File: src/rtl/cpu_ctrl_pkg.sv
// Shared types for the Mini-SRC hardwired control unit: opcodes, FSM states,
// the packed strobe vector and the per-opcode final execute step.
package cpu_ctrl_pkg;

  localparam int unsigned MEM_WAIT_MAX = 7;

  localparam logic [4:0] OP_LD   = 5'b00000;
  localparam logic [4:0] OP_LDI  = 5'b00001;
  localparam logic [4:0] OP_ST   = 5'b00010;
  localparam logic [4:0] OP_ADD  = 5'b00011;
  localparam logic [4:0] OP_SUB  = 5'b00100;
  localparam logic [4:0] OP_AND  = 5'b00101;
  localparam logic [4:0] OP_OR   = 5'b00110;
  localparam logic [4:0] OP_ROR  = 5'b00111;
  localparam logic [4:0] OP_ROL  = 5'b01000;
  localparam logic [4:0] OP_SHR  = 5'b01001;
  localparam logic [4:0] OP_SHRA = 5'b01010;
  localparam logic [4:0] OP_SHL  = 5'b01011;
  localparam logic [4:0] OP_ADDI = 5'b01100;
  localparam logic [4:0] OP_ANDI = 5'b01101;
  localparam logic [4:0] OP_ORI  = 5'b01110;
  localparam logic [4:0] OP_MUL  = 5'b01111;
  localparam logic [4:0] OP_DIV  = 5'b10000;
  localparam logic [4:0] OP_NEG  = 5'b10001;
  localparam logic [4:0] OP_NOT  = 5'b10010;
  localparam logic [4:0] OP_BR   = 5'b10011;
  localparam logic [4:0] OP_JR   = 5'b10100;
  localparam logic [4:0] OP_JAL  = 5'b10101;
  localparam logic [4:0] OP_IN   = 5'b10110;
  localparam logic [4:0] OP_OUT  = 5'b10111;
  localparam logic [4:0] OP_MFHI = 5'b11000;
  localparam logic [4:0] OP_MFLO = 5'b11001;
  localparam logic [4:0] OP_NOP  = 5'b11010;
  localparam logic [4:0] OP_HALT = 5'b11011;

  typedef enum logic [3:0] {
    ST_RST, ST_T0, ST_T1, ST_T2, ST_T3, ST_T4, ST_T5, ST_T6, ST_T7, ST_HALT
  } state_t;

  typedef struct packed {
    logic gra, grb, grc, rin, rout, baout, cout;
    logic pcout, zhighout, zlowout, mdrout, hiout, loout, inportout;
    logic pcin, irin, yin, zin, marin, mdrin, hiin, loin, conin, outportin;
    logic incpc, read, write;
    logic alu_and, alu_or, alu_add, alu_sub, alu_mul, alu_div;
    logic alu_shr, alu_shl, alu_ror, alu_rol, alu_neg, alu_not;
    logic run, clear;
  } ctrl_t;

  // Stop is sampled and the instruction retires on this step.
  function automatic state_t last_step(input logic [4:0] op);
    case (op)
      OP_LD, OP_ST:                              return ST_T7;
      OP_MUL, OP_DIV, OP_BR:                     return ST_T6;
      OP_ADD, OP_SUB, OP_AND, OP_OR, OP_ROR, OP_ROL, OP_SHR, OP_SHL,
      OP_ADDI, OP_ANDI, OP_ORI, OP_LDI:          return ST_T5;
      OP_NEG, OP_NOT, OP_JAL:                    return ST_T4;
      default:                                   return ST_T3;
    endcase
  endfunction

endpackage

File: src/rtl/control_unit_if.sv
// Control-strobe bundle between the control unit (master) and Datapath_P3 (slave).
interface control_unit_if;
  logic Gra, Grb, Grc, Rin, Rout, BAout, Cout;
  logic PCout, Zhighout, Zlowout, MDRout, HIout, LOout, InPortout;
  logic PCin, IRin, Yin, Zin, MARin, MDRin, HIin, LOin, CONin, OutPortin;
  logic IncPC, Read, Write;
  logic AND, OR, ADD, SUB, MUL, DIV, SHR, SHL, ROR, ROL, NEG, NOT;
  logic Run, Clear;

  modport master (
    output Gra, Grb, Grc, Rin, Rout, BAout, Cout,
    output PCout, Zhighout, Zlowout, MDRout, HIout, LOout, InPortout,
    output PCin, IRin, Yin, Zin, MARin, MDRin, HIin, LOin, CONin, OutPortin,
    output IncPC, Read, Write,
    output AND, OR, ADD, SUB, MUL, DIV, SHR, SHL, ROR, ROL, NEG, NOT,
    output Run, Clear
  );

  modport slave (
    input Gra, Grb, Grc, Rin, Rout, BAout, Cout,
    input PCout, Zhighout, Zlowout, MDRout, HIout, LOout, InPortout,
    input PCin, IRin, Yin, Zin, MARin, MDRin, HIin, LOin, CONin, OutPortin,
    input IncPC, Read, Write,
    input AND, OR, ADD, SUB, MUL, DIV, SHR, SHL, ROR, ROL, NEG, NOT,
    input Run, Clear
  );
endinterface

File: src/rtl/control_decode.sv
// Moore strobe decode: maps {state, latched opcode, CON_FF} to the datapath
// control vector. Purely combinational.
module control_decode
  import cpu_ctrl_pkg::*;
(
  input  state_t     state,
  input  logic [4:0] opcode,
  input  logic       con_ff,
  input  logic       first,
  output ctrl_t      ctrl
);

  ctrl_t c;
  logic  alu_en;

  always_comb begin
    c      = '0;
    alu_en = 1'b0;
    c.run   = (state != ST_RST) && (state != ST_HALT);
    c.clear = (state == ST_RST);

    case (state)
      ST_T0: begin c.pcout = 1'b1; c.marin = 1'b1; c.incpc = 1'b1; c.zin = 1'b1; end
      ST_T1: begin c.zlowout = 1'b1; c.pcin = first; c.read = 1'b1; c.mdrin = 1'b1; end
      ST_T2: begin c.mdrout = 1'b1; c.irin = 1'b1; end
      ST_T3: begin
        case (opcode)
          OP_ADD, OP_SUB, OP_AND, OP_OR, OP_ROR, OP_ROL, OP_SHR, OP_SHL,
          OP_ADDI, OP_ANDI, OP_ORI:  begin c.grb = 1'b1; c.rout = 1'b1; c.yin = 1'b1; end
          OP_LDI, OP_LD, OP_ST:      begin c.grb = 1'b1; c.baout = 1'b1; c.yin = 1'b1; end
          OP_MUL, OP_DIV:            begin c.gra = 1'b1; c.rout = 1'b1; c.yin = 1'b1; end
          OP_NEG, OP_NOT:            begin c.grb = 1'b1; c.rout = 1'b1; c.zin = 1'b1; alu_en = 1'b1; end
          OP_BR:                     begin c.gra = 1'b1; c.rout = 1'b1; c.conin = 1'b1; end
          OP_JR:                     begin c.gra = 1'b1; c.rout = 1'b1; c.pcin = 1'b1; end
          OP_JAL:                    begin c.pcout = 1'b1; c.grb = 1'b1; c.rin = 1'b1; end
          OP_IN:                     begin c.inportout = 1'b1; c.gra = 1'b1; c.rin = 1'b1; end
          OP_OUT:                    begin c.gra = 1'b1; c.rout = 1'b1; c.outportin = 1'b1; end
          OP_MFHI:                   begin c.hiout = 1'b1; c.gra = 1'b1; c.rin = 1'b1; end
          OP_MFLO:                   begin c.loout = 1'b1; c.gra = 1'b1; c.rin = 1'b1; end
          default: ;
        endcase
      end
      ST_T4: begin
        case (opcode)
          OP_ADD, OP_SUB, OP_AND, OP_OR, OP_ROR, OP_ROL, OP_SHR, OP_SHL:
                                     begin c.grc = 1'b1; c.rout = 1'b1; c.zin = 1'b1; alu_en = 1'b1; end
          OP_ADDI, OP_ANDI, OP_ORI:  begin c.cout = 1'b1; c.zin = 1'b1; alu_en = 1'b1; end
          OP_LDI, OP_LD, OP_ST:      begin c.cout = 1'b1; c.alu_add = 1'b1; c.zin = 1'b1; end
          OP_MUL, OP_DIV:            begin c.grb = 1'b1; c.rout = 1'b1; c.zin = 1'b1; alu_en = 1'b1; end
          OP_NEG, OP_NOT:            begin c.zlowout = 1'b1; c.gra = 1'b1; c.rin = 1'b1; end
          OP_BR:                     begin c.pcout = 1'b1; c.yin = 1'b1; end
          OP_JAL:                    begin c.gra = 1'b1; c.rout = 1'b1; c.pcin = 1'b1; end
          default: ;
        endcase
      end
      ST_T5: begin
        case (opcode)
          OP_ADD, OP_SUB, OP_AND, OP_OR, OP_ROR, OP_ROL, OP_SHR, OP_SHL,
          OP_ADDI, OP_ANDI, OP_ORI, OP_LDI:
                                     begin c.zlowout = 1'b1; c.gra = 1'b1; c.rin = 1'b1; end
          OP_LD, OP_ST:              begin c.zlowout = 1'b1; c.marin = 1'b1; end
          OP_MUL, OP_DIV:            begin c.zlowout = 1'b1; c.loin = 1'b1; end
          OP_BR:                     begin c.cout = 1'b1; c.alu_add = 1'b1; c.zin = 1'b1; end
          default: ;
        endcase
      end
      ST_T6: begin
        case (opcode)
          OP_LD:                     begin c.read = 1'b1; c.mdrin = 1'b1; end
          OP_ST:                     begin c.gra = 1'b1; c.rout = 1'b1; c.mdrin = 1'b1; end
          OP_MUL, OP_DIV:            begin c.zhighout = 1'b1; c.hiin = 1'b1; end
          OP_BR:                     begin c.zlowout = con_ff; c.pcin = con_ff; end
          default: ;
        endcase
      end
      ST_T7: begin
        case (opcode)
          OP_LD:                     begin c.mdrout = 1'b1; c.gra = 1'b1; c.rin = 1'b1; end
          OP_ST:                     c.write = 1'b1;
          default: ;
        endcase
      end
      default: ;
    endcase

    if (alu_en) begin
      case (opcode)
        OP_ADD, OP_ADDI: c.alu_add = 1'b1;
        OP_SUB:          c.alu_sub = 1'b1;
        OP_AND, OP_ANDI: c.alu_and = 1'b1;
        OP_OR, OP_ORI:   c.alu_or  = 1'b1;
        OP_ROR:          c.alu_ror = 1'b1;
        OP_ROL:          c.alu_rol = 1'b1;
        OP_SHR:          c.alu_shr = 1'b1;
        OP_SHL:          c.alu_shl = 1'b1;
        OP_MUL:          c.alu_mul = 1'b1;
        OP_DIV:          c.alu_div = 1'b1;
        OP_NEG:          c.alu_neg = 1'b1;
        OP_NOT:          c.alu_not = 1'b1;
        default: ;
      endcase
    end
  end

  assign ctrl = c;

endmodule

File: src/rtl/control_unit.sv
// Hardwired Mini-SRC control FSM: state register, memory wait counter and
// opcode latch; strobe decoding lives in control_decode.
module control_unit
  import cpu_ctrl_pkg::*;
#(
  parameter int unsigned MEM_WAIT = 0
) (
  input  logic        Clock,
  input  logic        Reset,
  input  logic [31:0] IR,
  input  logic        CON_FF,
  input  logic        Stop,
  input  logic        Interrupts,
  control_unit_if.master ctl
);

  localparam int unsigned WAIT_CLAMP = (MEM_WAIT > MEM_WAIT_MAX) ? MEM_WAIT_MAX : MEM_WAIT;
  localparam logic [2:0]  WAIT_LAST  = 3'(WAIT_CLAMP);

  state_t     state_q, state_d;
  logic [2:0] wait_q, wait_d;
  logic [4:0] opcode_q, opcode_d;
  logic       stretch, hold;
  ctrl_t      ctrl;

  always_ff @(posedge Clock or negedge Reset) begin
    if (!Reset) begin
      state_q  <= ST_RST;
      wait_q   <= '0;
      opcode_q <= OP_NOP;
    end else begin
      state_q  <= state_d;
      wait_q   <= wait_d;
      opcode_q <= opcode_d;
    end
  end

  // Memory steps dwell MEM_WAIT extra cycles before advancing.
  always_comb begin
    state_d  = state_q;
    wait_d   = wait_q;
    opcode_d = opcode_q;
    stretch  = (state_q == ST_T1) ||
               ((state_q == ST_T6) && (opcode_q == OP_LD)) ||
               ((state_q == ST_T7) && (opcode_q == OP_ST));
    hold     = stretch && (wait_q != WAIT_LAST);

    if (hold) begin
      wait_d = wait_q + 3'd1;
    end else begin
      wait_d = '0;
      case (state_q)
        ST_RST:  state_d = ST_T0;
        ST_T0:   state_d = ST_T1;
        ST_T1:   state_d = ST_T2;
        ST_T2: begin
          state_d  = ST_T3;
          opcode_d = IR[31:27];
        end
        ST_HALT: state_d = ST_HALT;
        default: begin
          if (state_q == last_step(opcode_q))
            state_d = ((opcode_q == OP_HALT) || Stop) ? ST_HALT : ST_T0;
          else
            state_d = state_t'(state_q + 4'd1);
        end
      endcase
    end
  end

  control_decode u_decode (
    .state  (state_q),
    .opcode (opcode_q),
    .con_ff (CON_FF),
    .first  (wait_q == '0),
    .ctrl   (ctrl)
  );

  assign {ctl.Gra, ctl.Grb, ctl.Grc, ctl.Rin, ctl.Rout, ctl.BAout, ctl.Cout,
          ctl.PCout, ctl.Zhighout, ctl.Zlowout, ctl.MDRout, ctl.HIout, ctl.LOout, ctl.InPortout,
          ctl.PCin, ctl.IRin, ctl.Yin, ctl.Zin, ctl.MARin, ctl.MDRin, ctl.HIin, ctl.LOin,
          ctl.CONin, ctl.OutPortin, ctl.IncPC, ctl.Read, ctl.Write,
          ctl.AND, ctl.OR, ctl.ADD, ctl.SUB, ctl.MUL, ctl.DIV,
          ctl.SHR, ctl.SHL, ctl.ROR, ctl.ROL, ctl.NEG, ctl.NOT,
          ctl.Run, ctl.Clear} = ctrl;

  logic unused_inputs;
  assign unused_inputs = ^{IR[26:0], Interrupts};

endmodule

File: src/flat_wrapper.sv
// flat-port wrapper written by rule: the top's interface ports become plain ports
module control_unit_flat import cpu_ctrl_pkg::*;
#(
  parameter int unsigned MEM_WAIT = 0
)
  (Clock, Reset, IR, CON_FF, Stop, Interrupts, ctl_Gra, ctl_Grb, ctl_Grc, ctl_Rin, ctl_Rout, ctl_BAout, ctl_Cout, ctl_PCout, ctl_Zhighout, ctl_Zlowout, ctl_MDRout, ctl_HIout, ctl_LOout, ctl_InPortout, ctl_PCin, ctl_IRin, ctl_Yin, ctl_Zin, ctl_MARin, ctl_MDRin, ctl_HIin, ctl_LOin, ctl_CONin, ctl_OutPortin, ctl_IncPC, ctl_Read, ctl_Write, ctl_AND, ctl_OR, ctl_ADD, ctl_SUB, ctl_MUL, ctl_DIV, ctl_SHR, ctl_SHL, ctl_ROR, ctl_ROL, ctl_NEG, ctl_NOT, ctl_Run, ctl_Clear);
  control_unit_if ctl_i ();
  input  logic Clock;
  input  logic Reset;
  input  logic [31:0] IR;
  input  logic CON_FF;
  input  logic Stop;
  input  logic Interrupts;
  output wire logic [$bits(ctl_i.Gra)-1:0] ctl_Gra;
  output wire logic [$bits(ctl_i.Grb)-1:0] ctl_Grb;
  output wire logic [$bits(ctl_i.Grc)-1:0] ctl_Grc;
  output wire logic [$bits(ctl_i.Rin)-1:0] ctl_Rin;
  output wire logic [$bits(ctl_i.Rout)-1:0] ctl_Rout;
  output wire logic [$bits(ctl_i.BAout)-1:0] ctl_BAout;
  output wire logic [$bits(ctl_i.Cout)-1:0] ctl_Cout;
  output wire logic [$bits(ctl_i.PCout)-1:0] ctl_PCout;
  output wire logic [$bits(ctl_i.Zhighout)-1:0] ctl_Zhighout;
  output wire logic [$bits(ctl_i.Zlowout)-1:0] ctl_Zlowout;
  output wire logic [$bits(ctl_i.MDRout)-1:0] ctl_MDRout;
  output wire logic [$bits(ctl_i.HIout)-1:0] ctl_HIout;
  output wire logic [$bits(ctl_i.LOout)-1:0] ctl_LOout;
  output wire logic [$bits(ctl_i.InPortout)-1:0] ctl_InPortout;
  output wire logic [$bits(ctl_i.PCin)-1:0] ctl_PCin;
  output wire logic [$bits(ctl_i.IRin)-1:0] ctl_IRin;
  output wire logic [$bits(ctl_i.Yin)-1:0] ctl_Yin;
  output wire logic [$bits(ctl_i.Zin)-1:0] ctl_Zin;
  output wire logic [$bits(ctl_i.MARin)-1:0] ctl_MARin;
  output wire logic [$bits(ctl_i.MDRin)-1:0] ctl_MDRin;
  output wire logic [$bits(ctl_i.HIin)-1:0] ctl_HIin;
  output wire logic [$bits(ctl_i.LOin)-1:0] ctl_LOin;
  output wire logic [$bits(ctl_i.CONin)-1:0] ctl_CONin;
  output wire logic [$bits(ctl_i.OutPortin)-1:0] ctl_OutPortin;
  output wire logic [$bits(ctl_i.IncPC)-1:0] ctl_IncPC;
  output wire logic [$bits(ctl_i.Read)-1:0] ctl_Read;
  output wire logic [$bits(ctl_i.Write)-1:0] ctl_Write;
  output wire logic [$bits(ctl_i.AND)-1:0] ctl_AND;
  output wire logic [$bits(ctl_i.OR)-1:0] ctl_OR;
  output wire logic [$bits(ctl_i.ADD)-1:0] ctl_ADD;
  output wire logic [$bits(ctl_i.SUB)-1:0] ctl_SUB;
  output wire logic [$bits(ctl_i.MUL)-1:0] ctl_MUL;
  output wire logic [$bits(ctl_i.DIV)-1:0] ctl_DIV;
  output wire logic [$bits(ctl_i.SHR)-1:0] ctl_SHR;
  output wire logic [$bits(ctl_i.SHL)-1:0] ctl_SHL;
  output wire logic [$bits(ctl_i.ROR)-1:0] ctl_ROR;
  output wire logic [$bits(ctl_i.ROL)-1:0] ctl_ROL;
  output wire logic [$bits(ctl_i.NEG)-1:0] ctl_NEG;
  output wire logic [$bits(ctl_i.NOT)-1:0] ctl_NOT;
  output wire logic [$bits(ctl_i.Run)-1:0] ctl_Run;
  output wire logic [$bits(ctl_i.Clear)-1:0] ctl_Clear;
  assign ctl_Gra = ctl_i.Gra;
  assign ctl_Grb = ctl_i.Grb;
  assign ctl_Grc = ctl_i.Grc;
  assign ctl_Rin = ctl_i.Rin;
  assign ctl_Rout = ctl_i.Rout;
  assign ctl_BAout = ctl_i.BAout;
  assign ctl_Cout = ctl_i.Cout;
  assign ctl_PCout = ctl_i.PCout;
  assign ctl_Zhighout = ctl_i.Zhighout;
  assign ctl_Zlowout = ctl_i.Zlowout;
  assign ctl_MDRout = ctl_i.MDRout;
  assign ctl_HIout = ctl_i.HIout;
  assign ctl_LOout = ctl_i.LOout;
  assign ctl_InPortout = ctl_i.InPortout;
  assign ctl_PCin = ctl_i.PCin;
  assign ctl_IRin = ctl_i.IRin;
  assign ctl_Yin = ctl_i.Yin;
  assign ctl_Zin = ctl_i.Zin;
  assign ctl_MARin = ctl_i.MARin;
  assign ctl_MDRin = ctl_i.MDRin;
  assign ctl_HIin = ctl_i.HIin;
  assign ctl_LOin = ctl_i.LOin;
  assign ctl_CONin = ctl_i.CONin;
  assign ctl_OutPortin = ctl_i.OutPortin;
  assign ctl_IncPC = ctl_i.IncPC;
  assign ctl_Read = ctl_i.Read;
  assign ctl_Write = ctl_i.Write;
  assign ctl_AND = ctl_i.AND;
  assign ctl_OR = ctl_i.OR;
  assign ctl_ADD = ctl_i.ADD;
  assign ctl_SUB = ctl_i.SUB;
  assign ctl_MUL = ctl_i.MUL;
  assign ctl_DIV = ctl_i.DIV;
  assign ctl_SHR = ctl_i.SHR;
  assign ctl_SHL = ctl_i.SHL;
  assign ctl_ROR = ctl_i.ROR;
  assign ctl_ROL = ctl_i.ROL;
  assign ctl_NEG = ctl_i.NEG;
  assign ctl_NOT = ctl_i.NOT;
  assign ctl_Run = ctl_i.Run;
  assign ctl_Clear = ctl_i.Clear;
  control_unit #(.MEM_WAIT(MEM_WAIT)) u_core (.Clock(Clock), .Reset(Reset), .IR(IR), .CON_FF(CON_FF), .Stop(Stop), .Interrupts(Interrupts), .ctl(ctl_i));
endmodule
File: config.mk
export PLATFORM = sky130hd
export DESIGN_NAME = control_unit_flat
export DESIGN_NICKNAME = d
export VERILOG_FILES = /design/src/rtl/cpu_ctrl_pkg.sv /design/src/rtl/control_unit_if.sv /design/src/rtl/control_decode.sv /design/src/rtl/control_unit.sv /design/src/flat_wrapper.sv
export SDC_FILE = /design/constraint.sdc
export NUM_CORES = 1
export LEC_CHECK = 0
export BUFFER_PORTS_ARGS = -buffer_cell sky130_fd_sc_hd__buf_2
export CAP_MARGIN = 40
export CELL_PAD_IN_SITES_DETAIL_PLACEMENT = 2
export CELL_PAD_IN_SITES_GLOBAL_PLACEMENT = 2
export CORE_MARGIN = 10
export CORE_UTILIZATION = 25
export CTS_CLUSTER_SIZE = 12
export DETAILED_ROUTE_END_ITERATION = 6
export PLACE_DENSITY = 0.79
export SLEW_MARGIN = 20
export SYNTH_ARGS = -nofsm -noshare
export SYNTH_HDL_FRONTEND = slang
export SYNTH_SLANG_ARGS = --single-unit
File: constraint.sdc
create_clock -name Clock -period 3.6 [get_ports Clock]
set_input_delay 1.08 -clock Clock [delete_from_list [all_inputs] [get_ports Clock]]
set_output_delay 1.08 -clock Clock [all_outputs]
set_load 0.01 [all_outputs]
* Word level (Yosys, flattened, before mapping) *
Memory sizes are Yosys's and may differ from the RTL's.
Index checks and enable logic that the tools add are counted.
Widths: inputs -> output; s select.

storage, ports and cells
  bits in registers = 12
  bits in read-only memories = 128
  bits of input ports = 37
  output and inout port bits = 41
  logic and storage cells = 144
  memories = 1

operators by class
  $add $sub $neg = 2
  equality and inequality tests = 36
  muxes and demuxes = 69
  bitwise logic cells = 1
  reductions and logical operators = 32

memories
  name              depth  width  rd ports  clocked after memory_dff  wr ports  RTL line            text
  (name not given)  32     4      1         0                         0         cpu_ctrl_pkg.sv:52  case (op)

operator list
  cell                count
  $eq 5x5->1 const B  11
  $mux 1              44
  $eq 5x4->1 const B  7
  $eq 5x3->1 const B  4
  $pmux 4 s5          1
  $pmux 1 s2          9
  $reduce_or 18->1    1
  $reduce_or 17->1    1
  $eq 4x3->1 const B  4
  $mux 4              4
  $pmux 1 s4          4
  $reduce_or 16->1    1
  $reduce_or 8->1     2
  $reduce_or 13->1    1
  $mux 12             1
  $reduce_or 12->1    1
  $reduce_or 2->1     6
  $reduce_or 11->1    1
  $eq 5x2->1 const B  2
  $eq 4x2->1 const B  2
  $eq 4x4->1 const B  2
  $mux 3              2
  $pmux 1 s3          2
  $reduce_or 3->1     2
  20 further kinds    25

* Longest topological paths before layout *
Gate-level depths: netlist of the first run.

  depth in word-level cells = 9
  gate-level depth with buffers = 10
  mapped depth without buffers = 8

* Cells and area by module *
Synthesis of the first run repeated with hierarchy kept, for this count alone.

unflattened totals
  cells, all modules = 258
  area, all modules = 1845.5 µm²

modules (own cells, without submodules)
  module          times used  cells an instance  area each (µm²)
  control_decode  1           168                972.2
  control_unit    1           90                 873.3

* Least setup slack after synthesis of the first run *
OpenSTA, ideal clock, no wires.

  path kind = register -> output
  start = register u_core.opcode_q[1]
  end = output port ctl_ROL
  data arrival time = 2.045 ns
  setup slack = 0.475 ns
  cell stages (with the launch flop) = 9
  cells stage by stage = dfstp_2 -> ha_1 -> clkbuf_1 -> nor2_1 -> o221a_2 -> nor2_2 -> o31ai_1 -> or3_1 -> nor2_1

between the ends
  word-level cells in the longest chain between the ends = 5
  elaborated cells on any way between the ends = 22
  those cells by class = 15 x eq/ne; 5 x mux; 2 x reduce/logical

RTL lines
  item                                                                         RTL line                                    text
  start: declaration                                                           control_unit.sv:22                          logic [4:0] opcode_q, opcode_d;
  start signal: assignment                                                     control_unit.sv:34                          opcode_q <= opcode_d;
  $eq 5x5->1 (tied with other cells)                                           control_decode.sv:44                        case (opcode)
  $reduce_or 13->1 (no source line) / $reduce_or 2->1 (equally long branches)  n/a
  $mux 1 (on tied branches)                                                    control_decode.sv:44, control_decode.sv:27
  $pmux 1 s2                                                                   control_decode.sv:22                        case (state)
  $mux 12 (*)                                                                  control_decode.sv:86                        if (alu_en) begin
  end: declaration                                                             flat_wrapper.sv:50                          output wire logic [$bits(ctl_i.ROL)-1:0] ctl_ROL;

Mark *: on every way between the ends. The rest lies on a longest branch, timed or not.

* Final worst setup path of the first run *
  start = register u_core.opcode_q[1]
  end = output port ctl_Zlowout

between the ends
  word-level cells in the longest chain between the ends = 4
  elaborated cells on any way between the ends = 25
  those cells by class = 18 x eq/ne; 4 x mux; 3 x reduce/logical

RTL lines
  item                                                                         RTL line                                    text
  $eq 5x5->1 (tied with other cells)                                           control_decode.sv:57                        case (opcode)
  $reduce_or 16->1 (no source line) / $reduce_or 2->1 (equally long branches)  n/a
  $mux 1 (on tied branches)                                                    control_decode.sv:57, control_decode.sv:44
  $pmux 1 s4 (*)                                                               control_decode.sv:22
  end: declaration                                                             flat_wrapper.sv:23                          output wire logic [$bits(ctl_i.Zlowout)-1:0] ctl_Zlowout;

Marks and branches as above.

==> results of run 1 <==
[per-layer routing]
layer,vias to the layer above,wire [µm],global-route usage
li1,910,-,-
met1,941,3010,0.159
met2,36,3300,0.228
met3,6,341,0.0229
met4,0,47,0.0260
met5,-,0,0
[path summary, 6_finish.rpt]
check | startpoint | to | slack, ns | depth (start not counted)
max reg2reg | u_core.opcode_q[1] | u_core.state_q[1] | 1.09 | 9
min | u_core.wait_q[0] | u_core.wait_q[0] | 0.47 | 1
max in group asynchronous | Reset | u_core.opcode_q[3] | 2.63 | 1
min reg2reg | u_core.wait_q[0] | u_core.wait_q[0] | 0.47 | 1
min in group asynchronous | Reset | u_core.wait_q[0] | 0.70 | 1
max | u_core.opcode_q[1] | ctl_Zlowout | 0.08 | 10
[cells in the mapped netlist (all sizes together), types with 3 or more instances]
master / n / area, µm²
nand4: 3 / 18.8
buf: 12 / 83.8
nor3: 12 / 65.1
inv: 13 / 48.8
mux2: 6 / 71.3
nand2: 25 / 96.4
a31oi: 3 / 18.8
nor3b: 4 / 40.0
dfstp: 3 / 78.8
clkbuf: 4 / 15.0
or3: 5 / 31.3
a21oi: 7 / 38.8
nor2b: 7 / 43.8
or2: 3 / 18.8
ha: 10 / 125
dfrtp: 9 / 225
a211oi: 3 / 35.0
o21ai: 15 / 82.6
nand2b: 10 / 62.6
nand3: 5 / 25.0
a22oi: 3 / 22.5
nor2: 23 / 88.8
and3: 5 / 31.3
[power groups by stage]
stage          logic (µW)  clock network, µW  registers, µW
2_1_floorplan        1010                  0            255
3_3_place_gp         1340                  0            337
3_5_place_dp         1400                  0            345
4_1_cts              1410                131            343
5_1_grt              1610                139            365
6_report             1450                127            345
[timing repair]
| item | CTS | global route |
|---|---|---|
| gates cloned | 0 | 0 |
| buffers inserted | 0 | 0 |
| pin swaps | 0 | 1 |
| resized for setup | 3 | 8 |
| endpoints found under the setup margin | 8 | 14 |
[layout make-up]
type | count | area [µm²] | share of cell area
Sequential cell | 12 | 305 | 0.143
Inverter | 13 | 48.8 | 0.0229
Clock buffer | 4 | 45.0 | 0.0212
Multi-Input combinational cell | 185 | 1270 | 0.596
Timing Repair Buffer | 65 | 365 | 0.172
Tap cell | 77 | 96.3 | 0.0453
[registers in the layout (all words and copies together) (netlist names)]
signal	flops
u_core.state_q	4
u_core.wait_q	3
u_core.opcode_q	5
[critical path, cell delays in order (launching register included)]
cell and delay (ns):
dfstp_2 0.55, inv_1 0.09, ha_2 0.25, nor2_1 0.17, o221a_2 0.24, nor2_2 0.06
nor4b_1 0.30, buf_4 0.17, nand2_1 0.05, a21o_1 0.17, buf_2 0.14
[cell families after synthesis]
group / Yosys count / synth area share
simple gates: 111 / 0.359
compound gates: 55 / 0.239
buf+inv: 29 / 0.0880
flops: 12 / 0.181
fa+ha+maj: 10 / 0.0746
mux: 6 / 0.0425
xor+xnor: 3 / 0.0157
[through the flow]
stage | hold WS [ns] | total power (µW)
floorplan | 0.432 | 1270
global placement | 0.458 | 1680
detailed placement | 0.466 | 1740
CTS | 0.479 | 1890
global route | 0.514 | 2120
finish | 0.472 | 1920
==> qor.yml, run 1 <==
final_layout:
  drive_above_1_share: 0.376
  finalNonFillerCells: 356
  final_common_cell: "buf_2"
  fin_util: 0.331
  fillers: 781
  final_cell_mix: "buf_2, nand2_1, nor2_1, buf_4"
  areaGrowthSynthToFinish_pct: 26.8
  final_nets: 327
  final_area_um2: 2130
  diodes: 0
routing:
  num_vias: 1893
  wl_per_cell_um: 18.8
  dr.pass1.iters: 4
  via_per_inst: 5.32
  routed_wl_mm: 6.70
  drt_iter0_markers: 74
  antenna_left: 0
  drt_drc_violations_left: 0
pwr:
  p_comb_frac: 0.754
  peakVddDrop_mv: 0.305
  power_density_nw_per_um2: 903
  power_frac_seq: 0.180
  power_leakage_uw: 0.000993
  internal_power_uw: 892
  switching_share: 0.536
  p_switching_uw: 1030
  clkPwrFrac: 0.066
worst_setup_path:
  cp-start-kind: "flip-flop"
  crit_fanout: 8
  cp.required_ns: 2.52
  worstSetupPathType: "reg2out"
  crit_arrival_ns: 2.44
  endpoint_kind: "primary output"
clock_network:
  clock-sinks: 12
  cts_root_buffer: "clkbuf_8"
  clk_pin_slew_ns: 0.05
  clk_latency_ns: 0.24
  tritoncts: "done"
  cts_buffers: 3
  clockBufferDepth: 2
  htreeDepth: 1
  cts-hold-fix-buffers: 0
yosys:
  syn-instance-count: 226
  yosysWarningCount: 0
  synthArstFlopShare: 1.00
  ys_seq_elements: 12
  synth-edff-count: 0
  ys_seq_area_frac: 0.181
  avgSynthCellArea_um2: 7.42
  synthesis.area_um2: 1680
  ys.flop_type: "dfrtp_1"
  synth_fp_nets: 273
  synth_cell_types: 62
job:
  maxCapViolations: 0
floorplanning:
  io_pins: 78
  die_w_um: 102
  num_rows: 29
  die-area_um2: 10400
  die_y_um: 102
  core_um2: 6420
  initial_utilization: 0.261
outcome:
  status: "complete, no violations"
placed_design:
  detailed_place.area_um2: 2030
  pre_cts_ws_ns: 0.181
  post-dp-hpwl_mm: 5.54
  place_congestion: 0.893
  portBuffers: 49
  dp_cells: 351
timing:
  setup_viol: 0
  fmax_ghz: 0.284
  post-route-period-util: 0.979
  tightestPinTransition_ns: 0.606
  period_minus_slack_ns: 3.52
  relSlewSlack: 0.595
  skew_ns: 0.00408
  fin_ws_ns: 0.0755
  fin_setup_tns_ns: 0
  rsz0062_at_grt: "yes"
  slew_viol_final: 0
  timing.final.hold_violations: 0
global_route:
  grt_max_degree: 20
  grt_pass1_vias: 2033
  grt_usage: 0.129
  overflow: 0
  grt_pass1_wl_mm: 10.9
  antenna_found_initial: 0
min_path:
  hp-class: "reg2reg"
No activity file was read; power rests on OpenSTA's default activity.
==> run 2: changes to the inputs <==
--- a/config.mk
+++ b/config.mk
@@ -13,7 +13,7 @@
 export CORE_UTILIZATION = 25
 export CTS_CLUSTER_SIZE = 12
 export DETAILED_ROUTE_END_ITERATION = 6
-export PLACE_DENSITY = 0.79
+export PLACE_DENSITY_LB_ADDON = 0.1
 export SLEW_MARGIN = 20
 export SYNTH_ARGS = -nofsm -noshare
 export SYNTH_HDL_FRONTEND = slang
==> run 2 against run 1 <==
Clock skew hardly changed. Clock power is 13% higher. Maximum frequency is 0.99% higher. Cell area is 0.53% higher. Largest power group unchanged.
==> qor.yml, run 2 (synthesis results as in run 1) <==
clock_network:
  clock-sinks: 12
  clk_pin_slew_ns: 0.05
  htreeDepth: 1
  cts_setup_buffers: 0
  cts_buffers: 3
  clk_latency_ns: 0.24
  cts-hold-fix-buffers: 0
  cts_root_buffer: "clkbuf_8"
  clockBufferDepth: 2
  tritoncts: "done"
floorplanning:
  die_y_um: 102
  die-area_um2: 10400
  core_um2: 6420
  die_w_um: 102
  io_pins: 78
  initial_utilization: 0.261
  num_rows: 29
worst_setup_path:
  crit_chain: "inv_1 > ha_2 > nand2b_1 > a311o_1 > o21ai_2 > nor4b_1 > buf_4 > nand2_1 > a21o_1 > buf_2"
  worstSetupPathType: "reg2out"
  crit_fanout: 10
  endpoint_kind: "primary output"
  cp_slowest_cell: "dfstp_2"
  cpPeakStageDelay_ns: 0.55
  cp.required_ns: 2.52
  cp-start-kind: "flip-flop"
  crit_arrival_ns: 2.41
  rrSetupSlack_ns: 1.07
final_layout:
  fillers: 807
  drive_above_1_share: 0.375
  largest_reg_flops: 5
  fin_util: 0.333
  diodes: 0
  areaGrowthSynthToFinish_pct: 27.5
  final_nets: 328
  final_common_cell: "buf_2"
  final_cell_mix: "buf_2, nand2_1, nor2_1, buf_4"
  top_regs: "u_core.opcode_q x5, u_core.state_q x4, u_core.wait_q x3"
  top_register: "u_core.opcode_q"
min_path:
  hp-class: "reg2reg"
timing:
  setup_viol: 0
  post-route-period-util: 0.969
  slew_viol_final: 0
  timing.final.hold_violations: 0
  relSlewSlack: 0.627
  tightestPinTransition_ns: 0.560
  hold_slack_ns: 0.463
  fmax_ghz: 0.287
  skew_ns: 0.00437
  period_minus_slack_ns: 3.49
  rsz0062_at_grt: "yes"
placed_design:
  place_congestion: 0.761
  portBuffers: 49
  post-dp-hpwl_mm: 5.48
routing:
  wl_per_cell_um: 18.5
  via_per_inst: 5.24
  drt_iter0_markers: 80
  routed_wl_mm: 6.62
  num_vias: 1871
  drt_drc_violations_left: 0
  dr.pass1.iters: 4
  antenna_left: 0
global_route:
  antenna_found_initial: 0
  grt_pass1_vias: 1971
  overflow: 0
  grt_pass1_wl_mm: 10.8
  grt_usage: 0.126
  grt_max_degree: 27
job:
  maxCapViolations: 0
pwr:
  power_density_nw_per_um2: 895
  peakVddDrop_mv: 0.426
  power_leakage_uw: 0.00101
outcome:
  status: "complete, no violations"
[run 2: layout make-up]
cell class,instances,area (µm²),area share
Timing Repair Buffer,66,373,0.174
Tap cell,77,96.3,0.0450
Sequential cell,12,309,0.144
Inverter,13,48.8,0.0228
Multi-Input combinational cell,185,1260,0.588
Clock buffer,4,55.1,0.0257
[run 2: where the power goes]
group	internal (µW)	switching [µW]
logic	601	812
registers	209	148
clock network	96.5	47.6
[run 2: what timing repair did]
item | CTS | global route
setup endpoints to repair | 7 | 12
pin swaps | 0 | 1
cloned | 0 | 0
endpoints found under the hold margin | 0 | 0
gates resized for setup | 2 | 8
[run 2: final timing paths]
check                                      to  depth (start not counted)               start
max                               ctl_Zlowout                         10  u_core.opcode_q[1]
min reg2reg                  u_core.wait_q[0]                          1    u_core.wait_q[0]
max in group asynchronous  u_core.opcode_q[1]                          1               Reset
max reg2reg                u_core.opcode_q[0]                          7  u_core.opcode_q[1]
min                          u_core.wait_q[0]                          1    u_core.wait_q[0]
min in group asynchronous    u_core.wait_q[2]                          1               Reset
[run 2: critical path: cells and delay by family (launching register included)]
kind / cells / cell delay, ns
flops: 1 / 0.55
compound gates: 3 / 0.52
simple gates: 3 / 0.49
buf+inv: 3 / 0.38
fa+ha+maj: 1 / 0.25
[run 2: metrics by stage]
| stage | worst slack, ns | cell area (µm²) | power [µW] | TNS [ns] | instances |
|---|---|---|---|---|---|
| after floorplan | 0.475 | 1680 | 1270 | 0 | 226 |
| after global placement | 0.237 | 2050 | 1730 | 0 | 353 |
| after detailed placement | 0.237 | 2050 | 1750 | 0 | 353 |
| after CTS | 0.0300 | 2110 | 1910 | 0 | 357 |
| after global routing | -0.0432 | 2140 | 2110 | -0.114 | 357 |
| final | 0.110 | 2140 | 1910 | 0 | 357 |
[run 2: layer usage]
| layer | track usage | share of wire | wire length [µm] | vias to the layer above |
|---|---|---|---|---|
| met4 | 0.0293 | 0.0051 | 34 | 0 |
| li1 | - | - | - | 908 |
| met1 | 0.170 | 0.49 | 3270 | 923 |
| met2 | 0.207 | 0.45 | 2990 | 38 |
| met3 | 0.0202 | 0.049 | 325 | 2 |
| met5 | 0 | 0 | 0 | - |
==> run 3: changes to the inputs <==
--- a/config.mk
+++ b/config.mk
@@ -13,7 +13,7 @@
 export CORE_UTILIZATION = 25
 export CTS_CLUSTER_SIZE = 12
 export DETAILED_ROUTE_END_ITERATION = 6
-export PLACE_DENSITY_LB_ADDON = 0.1
+export PLACE_DENSITY = 0.83
 export SLEW_MARGIN = 20
 export SYNTH_ARGS = -nofsm -noshare
 export SYNTH_HDL_FRONTEND = slang
==> run 3 against run 2 <==
Total power grew 4.9%. Critical path type unchanged. Clock-buffer cell count is the same. Via count grew 2.9%. Largest power group unchanged. Final cell count grew 0.28%. Combinational power grew 9%. Flip-flop and latch count is the same. Utilization grew 0.56 points. Die area is the same.
==> qor.yml, run 3 (synthesis results as in run 1) <==
outcome:
  status: "complete, no violations"
worst_setup_path:
  critPathLaunch: "u_core.opcode_q[1]"
  cp.required_ns: 2.52
  crit_fanout: 9
  regToRegEndpoint: "u_core.opcode_q[0]"
  worstSetupPathType: "reg2out"
  cp-start-kind: "flip-flop"
  rrSetupSlack_ns: 1.07
  rr_worst_depth: 7
  crit_arrival_ns: 2.47
  endpoint_kind: "primary output"
  worstReg2RegStart: "u_core.opcode_q[2]"
clock_network:
  cts_buffers: 3
  htreeDepth: 1
  clockBufferDepth: 2
  cts_root_buffer: "clkbuf_8"
  tritoncts: "done"
  clk_latency_ns: 0.25
  cts_setup_buffers: 0
  clock-sinks: 12
  cts-hold-fix-buffers: 0
  clk_pin_slew_ns: 0.05
min_path:
  holdPathEnd: "u_core.wait_q[0]"
  hold_depth: 1
  holdCritStartpoint: "u_core.wait_q[0]"
  hp-class: "reg2reg"
timing:
  rsz0062_at_grt: "yes"
  setup_viol: 0
  timing.final.hold_violations: 0
  fmax_ghz: 0.282
  skew_ns: 0.00462
  relSlewSlack: 0.593
  period_minus_slack_ns: 3.55
  slew_viol_final: 0
  post-route-period-util: 0.986
  tightestPinTransition_ns: 0.609
  fin_ws_ns: 0.0494
final_layout:
  fin_util: 0.339
  fillers: 780
  top_register: "u_core.opcode_q"
  final_common_cell: "buf_2"
  largest_reg_flops: 5
  final_area_um2: 2180
  drive_above_1_share: 0.395
  areaGrowthSynthToFinish_pct: 29.7
  top_regs: "u_core.opcode_q x5, u_core.state_q x4, u_core.wait_q x3"
  diodes: 0
  final_cell_mix: "buf_2, nand2_1, nor2_1, buf_4, o21ai_0"
  final_nets: 329
floorplanning:
  die_w_um: 102
  die_y_um: 102
  io_pins: 78
  die-area_um2: 10400
  core_um2: 6420
  num_rows: 29
  initial_utilization: 0.261
pwr:
  power_uw: 2010
  power_leakage_uw: 0.00101
  power_density_nw_per_um2: 923
  peakVddDrop_mv: 0.341
placed_design:
  place_congestion: 0.875
  portBuffers: 49
  detailed_place.area_um2: 2060
  pre_cts_ws_ns: 0.154
  post-dp-hpwl_mm: 5.58
routing:
  wl_per_cell_um: 19.2
  num_vias: 1925
  dr.pass1.iters: 4
  antenna_left: 0
  drt_iter0_markers: 169
  routed_wl_mm: 6.89
  drt_drc_violations_left: 0
  via_per_inst: 5.38
global_route:
  overflow: 0
  grt_pass1_vias: 2045
  grt_usage: 0.131
  antenna_found_initial: 0
  grt_pass1_wl_mm: 11.1
  grt_max_degree: 19
job:
  maxCapViolations: 0
## run 3: changes by cell type in the layout (fill, tap and decap cells not counted), moves of 2 or more
cell	before	now
ha_4	0	2
nor3_2	4	2
nor3_1	8	10
ha_1	8	5
## run 3: metrics by stage
| step | hold WS, ns | setup TNS (ns) | cells |
|---|---|---|---|
| after detailed placement | 0.484 | 0 | 354 |
| after floorplan | 0.432 | 0 | 226 |
| after CTS | 0.491 | 0 | 358 |
| final | 0.486 | 0 | 358 |
| after global placement | 0.453 | 0 | 354 |
| after global routing | 0.522 | -0.613 | 358 |
## run 3: critical path, stage by stage, from the launching register on
cell and delay, ns:
dfstp_2 0.57, inv_1 0.11, ha_4 0.22, nor2_1 0.15, o221a_2 0.24, nor2_2 0.06, o31ai_2 0.38, nand2_1 0.14
and4_1 0.23, buf_2 0.14
## run 3: repair_timing
action | CTS | global route
gates resized for setup | 4 | 12
pin swaps | 0 | 1
setup endpoints to repair | 7 | 16
## run 3: area by class of cell
cell class                 instances  area [µm²]  share of cell area
inverter                          13        48.8              0.0224
sequential                        12         309               0.142
timing repair buffer              67         380               0.175
tap                               77        96.3              0.0443
clock buffer                       4        55.1              0.0253
multi-input combinational        185        1290               0.591
## run 3: worst max path at each step
stage               endpoint  slack [ns]  cells past startpoint
floorplan            ctl_ROL        0.48                      8
global placement     ctl_NOT        0.16                      9
detailed placement   ctl_NOT        0.15                      9
CTS                  ctl_SHR       0.003                      8
global route         ctl_SHR       -0.11                      8
finish               ctl_NOT        0.05                      9
## run 3: layer usage
metal	routed length, µm	GRT usage	vias up
li1	-	-	916
met1	3200	0.170	958
met2	3250	0.222	44
met3	338	0.0202	7
met4	104	0.0336	0
met5	0	0	-
## run 3: power breakdown
part	internal (µW)	switching, µW
clock	96.7	51.4
combinational	630	896
sequential	209	123
total	936	1070
